File: src/rtl/sdf_frame_scheduler.sv
// Frame scheduler that shares one SDF FFT/IFFT engine between an FFT and an IFFT requester.
// Round-robin grant per frame, sample load with handshake, drain wait, then tagged output stream.
module sdf_frame_scheduler #(
   parameter int NFFT      = 64,
   parameter int DRAIN_LAT = 8
) (
   input  logic                      clk,
   input  logic                      rst,
   input  logic                      req_fft,
   input  logic                      req_ifft,
   input  logic                      abort,
   input  logic                      in_valid,
   output logic                      in_ready,
   output logic                      gnt_fft,
   output logic                      gnt_ifft,
   output logic                      eng_start,
   output logic                      eng_inverse,
   output logic                      eng_en,
   output logic [$clog2(NFFT)-1:0]   sample_idx,
   output logic                      out_valid,
   output logic [$clog2(NFFT)-1:0]   out_idx,
   output logic                      out_last,
   output logic                      out_owner,
   output logic                      frame_done,
   output logic                      busy
);

   // state    | meaning
   // S_IDLE   | no frame in flight, arbitrating requests
   // S_LOAD   | accepting NFFT input samples from the owner
   // S_DRAIN  | engine flushing its pipeline, DRAIN_LAT cycles
   // S_OUTPUT | NFFT result samples leaving the engine

   localparam int IDXW = $clog2(NFFT);
   localparam int DLW  = (DRAIN_LAT > 1) ? $clog2(DRAIN_LAT) : 1;
   localparam int CNTW = (IDXW > DLW) ? IDXW : DLW;
   localparam logic [CNTW-1:0] CNT_LAST   = CNTW'(NFFT - 1);
   localparam logic [CNTW-1:0] DRAIN_LAST = CNTW'(DRAIN_LAT - 1);

   typedef enum logic [1:0] {
      S_IDLE   = 2'd0,
      S_LOAD   = 2'd1,
      S_DRAIN  = 2'd2,
      S_OUTPUT = 2'd3
   } state_t;

   state_t          state, state_nx;
   logic [CNTW-1:0] cnt, cnt_nx;
   logic            owner, owner_nx;
   logic            last_owner, last_owner_nx;
   logic            first_load, first_load_nx;
   logic            winner;
   logic            accept;

   // Owner encoding: 0 = FFT, 1 = IFFT. On a tie the requester that did not go last wins.
   assign winner = (req_fft && req_ifft) ? ~last_owner : req_ifft;
   assign accept = (state == S_LOAD) && in_valid;

   always_ff @(posedge clk) begin
      if (rst) begin
         state      <= S_IDLE;
         cnt        <= '0;
         owner      <= 1'b0;
         last_owner <= 1'b1;
         first_load <= 1'b0;
      end else begin
         state      <= state_nx;
         cnt        <= cnt_nx;
         owner      <= owner_nx;
         last_owner <= last_owner_nx;
         first_load <= first_load_nx;
      end
   end

   always_comb begin
      state_nx      = state;
      cnt_nx        = cnt;
      owner_nx      = owner;
      last_owner_nx = last_owner;
      first_load_nx = 1'b0;
      case (state)
         S_IDLE: begin
            if (req_fft || req_ifft) begin
               state_nx      = S_LOAD;
               cnt_nx        = '0;
               owner_nx      = winner;
               last_owner_nx = winner;
               first_load_nx = 1'b1;
            end
         end
         S_LOAD: begin
            if (accept) begin
               if (cnt == CNT_LAST) begin
                  state_nx = S_DRAIN;
                  cnt_nx   = '0;
               end else begin
                  cnt_nx = cnt + CNTW'(1);
               end
            end
         end
         S_DRAIN: begin
            if (cnt == DRAIN_LAST) begin
               state_nx = S_OUTPUT;
               cnt_nx   = '0;
            end else begin
               cnt_nx = cnt + CNTW'(1);
            end
         end
         S_OUTPUT: begin
            if (cnt == CNT_LAST) begin
               state_nx = S_IDLE;
               cnt_nx   = '0;
            end else begin
               cnt_nx = cnt + CNTW'(1);
            end
         end
         default: begin
            state_nx = S_IDLE;
            cnt_nx   = '0;
         end
      endcase
      // Abort overrides every in-frame transition; last_owner keeps the aborted owner.
      if (abort && (state != S_IDLE)) begin
         state_nx      = S_IDLE;
         cnt_nx        = '0;
         first_load_nx = 1'b0;
      end
   end

   always_comb begin
      in_ready    = 1'b0;
      gnt_fft     = 1'b0;
      gnt_ifft    = 1'b0;
      eng_start   = 1'b0;
      eng_inverse = 1'b0;
      eng_en      = 1'b0;
      sample_idx  = '0;
      out_valid   = 1'b0;
      out_idx     = '0;
      out_last    = 1'b0;
      out_owner   = 1'b0;
      frame_done  = 1'b0;
      busy        = (state != S_IDLE);
      case (state)
         S_LOAD: begin
            gnt_fft     = ~owner;
            gnt_ifft    = owner;
            eng_inverse = owner;
            in_ready    = 1'b1;
            eng_start   = first_load;
            eng_en      = accept;
            sample_idx  = cnt[IDXW-1:0];
         end
         S_DRAIN: begin
            gnt_fft     = ~owner;
            gnt_ifft    = owner;
            eng_inverse = owner;
            eng_en      = 1'b1;
         end
         S_OUTPUT: begin
            gnt_fft     = ~owner;
            gnt_ifft    = owner;
            eng_inverse = owner;
            eng_en      = 1'b1;
            out_valid   = 1'b1;
            out_idx     = cnt[IDXW-1:0];
            out_owner   = owner;
            out_last    = (cnt == CNT_LAST);
            frame_done  = (cnt == CNT_LAST);
         end
         default: begin
         end
      endcase
   end

endmodule

File: config.mk
export PLATFORM = sky130hd
export DESIGN_NAME = sdf_frame_scheduler
export DESIGN_NICKNAME = d
export VERILOG_FILES = /design/src/rtl/sdf_frame_scheduler.sv
export SDC_FILE = /design/constraint.sdc
export NUM_CORES = 1
export LEC_CHECK = 0
export ABC_AREA = 0
export CAP_MARGIN = 15
export CORE_MARGIN = 10
export CORE_UTILIZATION = 40
export DETAILED_ROUTE_END_ITERATION = 7
export GPL_ROUTABILITY_DRIVEN = 1
export PLACE_DENSITY = 0.71
export SLEW_MARGIN = 10
export SYNTH_ARGS = -nofsm -noshare
export SYNTH_HDL_FRONTEND = slang
export SYNTH_SLANG_ARGS = --single-unit
export TNS_END_PERCENT = 100
File: constraint.sdc
create_clock -name clk -period 3.8 [get_ports clk]
set_clock_uncertainty 0.15 [all_clocks]
set_input_delay 0.38 -clock clk [delete_from_list [all_inputs] [get_ports clk]]
set_output_delay 0.38 -clock clk [all_outputs]
set_load 0.05 [all_outputs]
==> results of run 1 <==
==> cell type report <==
cell class                 count  share of cell area
multi-input combinational     80              0.4906
timing repair buffer          28              0.2481
inverter                       4             0.01329
tap                           27             0.02990
sequential                    11              0.1949
clock buffer                   4             0.02326
==> through the flow <==
step                std cells  power [uW]  hold slack [ns]  instance area [um2]
floorplan                 103       455.4           0.3024                848.3
global placement          150       550.7           0.3212                 1104
detailed placement        150       554.8           0.3335                 1104
CTS                       154       635.7           0.3512                 1130
global route              154       678.2           0.3767                 1130
finish                    154       633.6           0.3501                 1130
==> report_power, final <==
part	total [uW]	leakage (uW)	switching (uW)	internal, uW
Clock	78.9	0.0000150	38.4	40.5
Combinational	402	0.000306	267	135
Sequential	153	0.0000898	18.4	134
==> Yosys cell counts, drive strengths merged, types with 2 or more instances <==
library cell	number	area (um2)
and2	15	96.34
a21oi	11	66.32
dfxtp	11	220.2
nand2	8	32.54
nor2	8	30.03
buf	6	50.04
ha	5	62.56
nor3	5	25.02
inv	4	15.01
a21o	3	26.28
a211o	2	17.52
a211oi	2	15.01
a31oi	2	12.51
clkbuf	2	8.750
nand3	2	10.01
nor4	2	12.51
o211ai	2	15.01
==> routing by layer <==
layer  global-route usage  share of wire  vias to the layer above
met2               0.1594           0.48                       25
met3              0.01356          0.076                        4
li1                     -              -                      422
met1               0.1248           0.43                      387
met5                    0              0                        -
met4              0.07068          0.022                        0
==> logic make-up after synthesis <==
| group | Yosys count | share of synthesized area |
|---|---|---|
| flip-flops | 11 | 0.2596 |
| adder cells (fa/ha/maj) | 5 | 0.07375 |
| buffers and inverters | 12 | 0.08700 |
| AO/OA/AOI/OAI | 30 | 0.2891 |
| AND/OR/NAND/NOR | 45 | 0.2906 |
==> worst paths after layout <==
path / startpoint / end / cells after the start
worst max register to register: state[1] / state[1] / 6
worst min register to register: last_owner / last_owner / 1
worst max-delay path: cnt[0] / out_last / 4
worst min-delay path: last_owner / last_owner / 1
==> placed cells by master (no fill, tap or decap), types with 2 or more instances in the layout <==
master,instances
a211oi_1,2
and2_1,13
nor3_1,5
a21oi_1,10
a21o_2,3
clkdlybuf4s50_1,28
a31oi_1,2
and2_2,2
dfxtp_1,11
inv_1,4
a211o_1,2
nor4_1,2
nor2_1,8
ha_1,5
clkbuf_4,3
nand3_1,2
nand2_1,7
o211ai_1,2
==> flip-flops by register name, summed over array words and instances, names as in the netlist <==
name        flops
cnt             6
first_load      1
last_owner      1
owner           1
state           2
==> results.txt, run 1 <==
* Number of clock sinks: 11
- Gates resized during post-CTS repair numbered 0.
- Global routing finished with a remaining overflow of 0.
* IR drop worst, VDD: 251.4 uV
- Fill count: 187
- The slowest stage of the critical path is the clkdlybuf4s50_1 cell.
- Ratio of routed vias to standard cells: 5.442
- The first routing iteration left 19 violations.
- At the pin with the least slew margin, the transition time is 0.5448 ns.
- Crit path cell chain: ha_1 -> and4_2 -> and2_1 -> clkdlybuf4s50_1
- Largest net degree at the start of global routing: 17
- Clock tree from TritonCTS: yes
- In this run the deepest clock path goes through 2 buffers.
- DRT antenna net count: 0
* Critical path required time: 3.27 ns
- The average instance in the mapped netlist occupies 8.236 um2.
- First drt pass iteration count: 4
- CTS built an H-tree with a depth of 1.
- Final worst slack: 1.010 ns
- Hold buffer count at cts: 0
* Post-synth top flop: dfxtp_1
- Timing would allow up to 358.4 MHz.
- Detailed routing inserted a total of 838 vias.
- The final hold violation count was 0.
* Total leakage power: 0.0004108 uW
- R2r setup slk: 1.81 ns
- The Yosys step of the flow raised 0 warnings.
- In the final layout, the multi-input gates occupy 554.3 um2.
- Standard-cell rows: 16
* HPWL reported at the end of detailed placement: 1726 um
- The number of global-route vias before repair was 723.
- The initial utilization of the core area, before any placement, comes to 0.4280.
* Count of final setup violators: 0
- For the final routed database, the setup TNS stands at 0 ns.
- In this run the cell area of the synthesized design comes to 848.3 um2.
- The repair_antennas step left the layout with diodes totalling 0.
* Number of enable flip-flop cells after synthesis: 0
- Clock latency on the worst-skew pair, taken at its later pin, is 0.26 ns.
- Type of the worst setup path: flip-flop to output port
- The number of buffers and inverters on the critical path is 1.
* Layout cell share with drive strength beyond 1: 0.1181
* Synth Register Bits: 11
- RSZ-0062 raised after global routing: false
- Counting the buffers created by CTS gives 3.
* Worst endpoint data arrival time: 2.26 ns
- Of the synthesized area, sequential elements account for 0.2596.
- Port Buffer Count: 28
* Worst min path class: flip-flop to flip-flop
- Measured against its own limit, the worst slew margin works out to 0.6368.
- Detailed-route wire length per cell: 14.60 um
* Number of primary I/O pins: 29
- The first global-routing pass estimated 3588 um of wire.
- Total count of max-transition violations in the final report: 0
* Horizontal die dimension: 66.05 um
- Power spread over the standard cell area amounts to 560.8 mW/mm2.
* Core area: 0.001982 mm2
- The routed design could run at a clock period as short as 2.790 ns.
* Layout overhead on the synthesized area: 33.19%
- Die footprint: 0.004363 mm2
* Crit path launch type: flip-flop
- Gp weighted congestion: 0.8054
* Fraction of synthesis flops using an asynchronous set or reset pin: 0
- On the worst path, the slowest cell contributes a delay of 0.81 ns.
* Chip height: 66.05 um
- Endpoint kind of the worst setup timing path: output port
* Clock-pin transition on the worst setup and hold timing paths: 0.07 ns
- In the routed design, unresolved DRC markers number 0.
- Sequential cell area: 220.2 um2
- GRT Overall Usage: 0.1017
* Number of instances in the synthesized netlist: 103
- NumNets Final: 139
- Share of the clock period used by the worst path after layout: 0.7343
* Post-synth cell types: 36
- Measured on the finished design, the core utilization comes to 0.5701.
- Along the worst path, the maximum fanout reaches 7.
* Antenna violations before repair: 0
* Run status: complete, no violations
* Family with the most delay on the worst path: buffers and inverters
* Post-CTS setup-driven buffer insertion count: 0
* Pre-CTS setup slack: 1.285 ns
- Detailed Route WL: 2249 um
* Max-cap violation count: 0
- The number of nets in the synthesized netlist is 114.
- Root Driver: clkbuf_4
No activity file was read; power rests on OpenSTA's default activity.
==> run 2: changes to the inputs <==
==> constraint.sdc (replaced) <==
create_clock -name clk -period 2.87 [get_ports clk]
set_clock_uncertainty 0.15 [all_clocks]
set_input_delay 0.287 -clock clk [delete_from_list [all_inputs] [get_ports clk]]
set_output_delay 0.287 -clock clk [all_outputs]
set_load 0.05 [all_outputs]
==> run 2 against run 1 <==
Effect of this change:
- count of clock-buffer cells in the layout is the same
- utilization grew 0.38 points
- worst hold slack lost 0.010 ns
- global-route usage shrank 0.24 points
- sequential share of layout area shrank 0.13 points
- register-to-register slack lost 0.91 ns
- wire length grew 0.22%
- flip-flop and latch count is the same
- die area is the same
- setup slack lost 0.83 ns
- final area grew 0.66%
- combinational power grew 36%
- critical endpoint is now frame_done
- largest power group unchanged
- highest routed layer unchanged
==> results.txt, run 2 (synthesized netlist as in run 1, its figures left out) <==
- Clock tree from TritonCTS: yes
- For this design, the CTS-stage hold fixing added 0 buffers.
- The net count of the finished layout is 140.
* Vias in the first global route: 735
- Post-CTS setup-driven buffer insertion count: 0
- Measured along the x axis, the die boundary spans 66.05 um.
- N_diodes: 0
- Data arrives at the worst endpoint at 2.26 ns.
* Port Buffer Count: 28
- The placed instances occupy a cell area of 0.001111 mm2.
- Non-Filler Instances: 155
* Crit path buffers/inverters: 1
- The root buffer cell chosen for the clock tree is clkbuf_4.
- Family with the most delay on the worst path: buffers and inverters
- Crit path cell chain: ha_1 -> and4_2 -> and2_1 -> clkdlybuf4s50_1
- Initial core utilization: 0.4280
- The analysis attributes to net switching a power of 441.6 uW.
- The congestion estimate from routability-driven global placement came to 0.7849.
* Achievable clock frequency: 371.2 MHz
- Of the total power, the share spent switching nets is 0.5131.
- The worst path in the final design needs a cycle of 2.694 ns, including I/O delays and setup.
* Share of the clock period used by the worst path after layout: 0.9386
- The register with the most flip-flops in the layout has 6 of them.
* Crit path max fanout: 7
- Summed over all failing endpoints, the final setup total negative slack is 0 ns.
* RSZ-0062 raised after global routing: false
- The library cell used most frequently in the layout, excluding fill and tap cells, is clkdlybuf4s50_1.
- Number of clock sinks: 11
- GRT Overall Usage: 0.09932
- Final cell area excluding filler cells: 0.001137 mm2
- STA classifies the critical path startpoint as a flip-flop.
- Wire length of the first global-routing pass: 3443 um
- CP peak stage delay: 0.81 ns
* Largest buffer count on any clock path: 2
- The area growth from synthesis to layout is 34.07%.
* Number of primary I/O pins: 29
- Of the total power, combinational logic draws 0.634.
- Total leakage power: 0.0004153 uW
* Run status: complete, no violations
- For the pin with the worst max-slew slack, the measured transition is 0.5226 ns.
- The final route contains 825 vias.
- Detailed Route WL: 2254 um
- The min-delay analysis places its worst path in the category flip-flop to flip-flop.
- The HPWL after detailed placement is 1829 um.
* Critical path required time: 2.43 ns
* Internal Power: 419.0 uW
* DR DRC count: 0
- Layout cell share with drive strength beyond 1: 0.1250
* H-tree levels: 1
* Standard-cell rows: 16
- Grt ovf: 0
- The final hold violation count was 0.
- Ratio of routed vias to standard cells: 5.323
* Clock insertion delay at the later pin of the skew report: 0.28 ns
- Among all stages on the critical path, the largest delay is contributed by clkdlybuf4s50_1.
- First drt pass iteration count: 4
- P per Cell Area: 756.7 mW/mm2
- The die covers 0.004363 mm2.
- Post-CTS repair changed the size of 0 cells.
- IR analysis of the VDD net gives a maximum drop of 399.4 uV.
- More flip-flops sit in one register than any other, and that register is cnt.
* Type of the worst setup path: flip-flop to output port
- In this run the standard cell core region covers 0.001982 mm2.
- Most frequent cells in the layout: clkdlybuf4s50_1 (28), and2_1 (13), dfxtp_1 (11), a21oi_1 (10), nor2_1 (8)
- The detail route stage leaves a number of antenna-violating nets equal to 0.
- The share of total power dissipated in sequential elements is 0.233.
- The worst pin sits at a relative slew slack of 0.6505.
- Chip height: 66.05 um
* DRT iter0 DRCs: 16
* CTS Buf Count: 3
* Fill count: 178
- Max-cap violations in this run came to 0.
* Detailed-route wire length per cell: 14.54 um
- Total count of max-transition violations in the final report: 0
* Clock network fraction of total power: 0.133
- Largest registers: cnt (6), state (2)
- Entering global routing, the biggest net connects 13 pins.
- After clock tree synthesis, the clock-pin slew on the worst setup and hold paths is 0.07 ns.
- The initial antenna violation count is 0.
* Count of final setup violators: 0
- Instance count after placement with tap cells included: 151
- STA classifies the critical path endpoint as an output port.
==> run 2: cell count changes in the layout (fill, tap and decap cells not counted), sizes merged <==
cell,change
buf,+1
==> run 2: worst reg2reg max path, delay by kind of cell, from the launching register on <==
kind,cells,cell delay [ns]
simple gates,3,0.62
flops,1,0.41
fa+ha+maj,1,0.32
compound gates,1,0.26
buf+inv,1,0.09
==> run 2: path summary, 6_finish.rpt <==
path,from,end,slack (ns),cells past startpoint
setup / recovery,cnt[0],frame_done,0.18,4
hold reg to reg,last_owner,last_owner,0.34,1
hold / removal,last_owner,last_owner,0.34,1
setup reg to reg,state[1],state[0],0.90,6
==> run 2: area by class of cell <==
type                       instances  area [um2]  area share
clock buffer                       4       26.28     0.02310
inverter                           4       15.01     0.01320
multi-input combinational         80       554.3      0.4873
sequential                        11       220.2      0.1936
tap                               27       33.78     0.02970
timing repair buffer              29       287.8      0.2530
==> run 2: per-layer routing <==
metal  share of wire  routed length [um]  track usage
met1            0.40                 907       0.1076
met2            0.50                1124       0.1630
met5               0                   0            0
met3           0.075                 169      0.02373
met4           0.024                  53      0.07592
==> run 2: power by group through the flow <==
| stage | clock network [uW] | logic [uW] | registers [uW] |
|---|---|---|---|
| 2_1_floorplan | 0 | 404 | 199 |
| 3_3_place_gp | 0 | 539 | 201 |
| 3_5_place_dp | 0 | 546 | 204 |
| 4_1_cts | 116 | 547 | 201 |
| 5_1_grt | 122 | 584 | 205 |
| 6_report | 115 | 545 | 201 |
==> run 2: stage by stage <==
step                power (uW)    util  setup WS, ns  hold WS, ns
floorplan                603.0       -        0.1221       0.2094
global placement         740.1  0.5606        0.5041       0.3219
detailed placement       750.6  0.5606        0.4686       0.3290
CTS                      864.0  0.5739        0.1639       0.3460
global route             911.0  0.5739       0.03921       0.3700
finish                   860.7  0.5739        0.1764       0.3402
==> patch (flow settings as in run 2) <==
Set the parameter `NFFT` to 32 (it was 64).
--- a/src/rtl/sdf_frame_scheduler.sv
+++ b/src/rtl/sdf_frame_scheduler.sv
@@ -1,7 +1,7 @@
 // Frame scheduler that shares one SDF FFT/IFFT engine between an FFT and an IFFT requester.
 // Round-robin grant per frame, sample load with handshake, drain wait, then tagged output stream.
 module sdf_frame_scheduler #(
-   parameter int NFFT      = 64,
+   parameter int NFFT      = 32,
    parameter int DRAIN_LAT = 8
 ) (
    input  logic                      clk,
Interface: changed (resized out_idx and sample_idx); port bits go from 29 to 27. No check against the original RTL was run, so the function may have changed too.
==> patch against run 2 <==
Final area decreased by 12%. Register-to-register slack got worse by 0.12 ns. Critical endpoint is now out_last. Cell count decreased by 12%. Total power decreased by 7.8%. First-iteration DRC count increased by 6.3%. Sequential cell count decreased by 1. Area after synthesis decreased by 16%. Highest routed layer unchanged. Critical path type unchanged. Setup slack improved by 0.089 ns. Routed wire length decreased by 17%. Utilization increased by 1.0 points. Die area decreased by 11%.
==> patch: results (changes against run 2) <==
| Metric | Value |
|---|---|
| Status | `completed (unchanged)` |
| Gate power share | `64.4% (was 63.4%)` |
| Total clock sinks | `10 (was 11)` |
| Nets | `127 (was 140)` |
| Internal power | `0.387 mW (was 0.419 mW)` |
| Post-route insts no fill | `137 (was 155)` |
| Commonest cells in the synthesized netlist | `and2_1, dfxtp_1, nand2_1, nor2_1 (was and2_1, dfxtp_1, a21oi_1, nor2_1, nand2_1)` |
| Vias in the first global route | `662 (was 735)` |
| GRT Util Overall | `9.81% (was 9.93%)` |
| Total Power | `0.794 mW (was 0.861 mW)` |
| Unique masters post-synth | `31 (was 36)` |
| WP data arrival | `2.17 ns (was 2.26 ns)` |
| Sequential fraction of the synthesis area | `28.2% (was 26.0%)` |
| N_diodes | `0 (unchanged)` |
| Seq area share | `20.1% (was 19.4%)` |
| Seq group | `0.185 mW (was 0.201 mW)` |
| Nonclk buf count | `26 (was 29)` |
| Post-synth net total | `101 (was 114)` |
| Slew @ Worst Pin | `0.514 ns (was 0.523 ns)` |
| Synth Instances | `88 (was 103)` |
| Comb_multi_in | `69 (was 80)` |
| CTS max path bufs | `2 (unchanged)` |
| Worst-path fanout max | `6 (was 7)` |
| Non-clock buffers, area share | `26.1% (was 25.3%)` |
| Dpl hpwl | `1510 um (was 1830 um)` |
| Initial antenna violation count | `0 (unchanged)` |
| WL per Instance | `13.7 um (was 14.5 um)` |
| Global-route wire length before repair | `3220 um (was 3440 um)` |
| PortBufs | `26 (was 28)` |
| Fraction of area in multi-input gates | `46.9% (was 48.7%)` |
| Via count | `701 (was 825)` |
| DR iter-0 viols | `17 (was 16)` |
| Area contributors post-synth | `dfxtp_1, ha_1, and2_1, a21oi_1, nand2_1 (was dfxtp_1, and2_1, ha_1, a21oi_1, nor2_1)` |
| Clock network area share | `2.26% (was 2.31%)` |
| Biggest regs | `cnt (5), state (2) (was cnt (6), state (2))` |
| Share of cells above drive strength 1 | `5.36% (was 12.5%)` |
| Fillers | `149 (was 178)` |
| Peak supply drop | `0.613 mV (was 0.399 mV)` |
-- patch: worst paths after layout --
kind / end / slack (ns) / cells after the start / from
setup / recovery: out_last / 0.27 / 5 / cnt[0]$_SDFFE_PP0P_
hold / removal: last_owner$_SDFFE_PP1P_ / 0.34 / 1 / last_owner$_SDFFE_PP1P_
setup reg to reg: cnt[1]$_SDFFE_PP0P_ / 0.78 / 6 / state[1]$_SDFFE_PP0P_
hold reg to reg: last_owner$_SDFFE_PP1P_ / 0.34 / 1 / last_owner$_SDFFE_PP1P_
-- patch: cells by family after synthesis --
kind of cell / count (synthesis) / share of synthesized area, %
compound gates: 19 / 19.2
buf+inv: 9 / 5.98
fa+ha+maj: 7 / 12.3
flops: 10 / 28.2
mux: 1 / 1.41
simple gates: 42 / 32.9
-- patch: through the flow --
| step | setup slack (ns) | hold WS [ns] | area, um2 | utilization [%] |
|---|---|---|---|---|
| after global routing | 0.123 | 0.375 | 997 | 58.4 |
| final | 0.265 | 0.338 | 997 | 58.4 |
| after global placement | 0.586 | 0.323 | 975 | 57.1 |
| after detailed placement | 0.556 | 0.328 | 975 | 57.1 |
| after CTS | 0.261 | 0.343 | 997 | 58.4 |
| after floorplan | 0.545 | 0.209 | 711 | - |
-- patch: routing by layer --
layer	up-vias	GRT usage, %	part of all wire [%]
li1	358	-	-
met5	-	0	0
met1	319	10.9	44
met4	0	5.14	2.0
met3	5	3.05	6.7
met2	19	16.3	47
-- patch: critical path, cell delays in order (launching register included) --
cell and delay [ns]:
dfxtp_1 0.41, ha_1 0.24, and3_1 0.17, ha_1 0.14
and2_1 0.14, clkdlybuf4s50_1 0.80
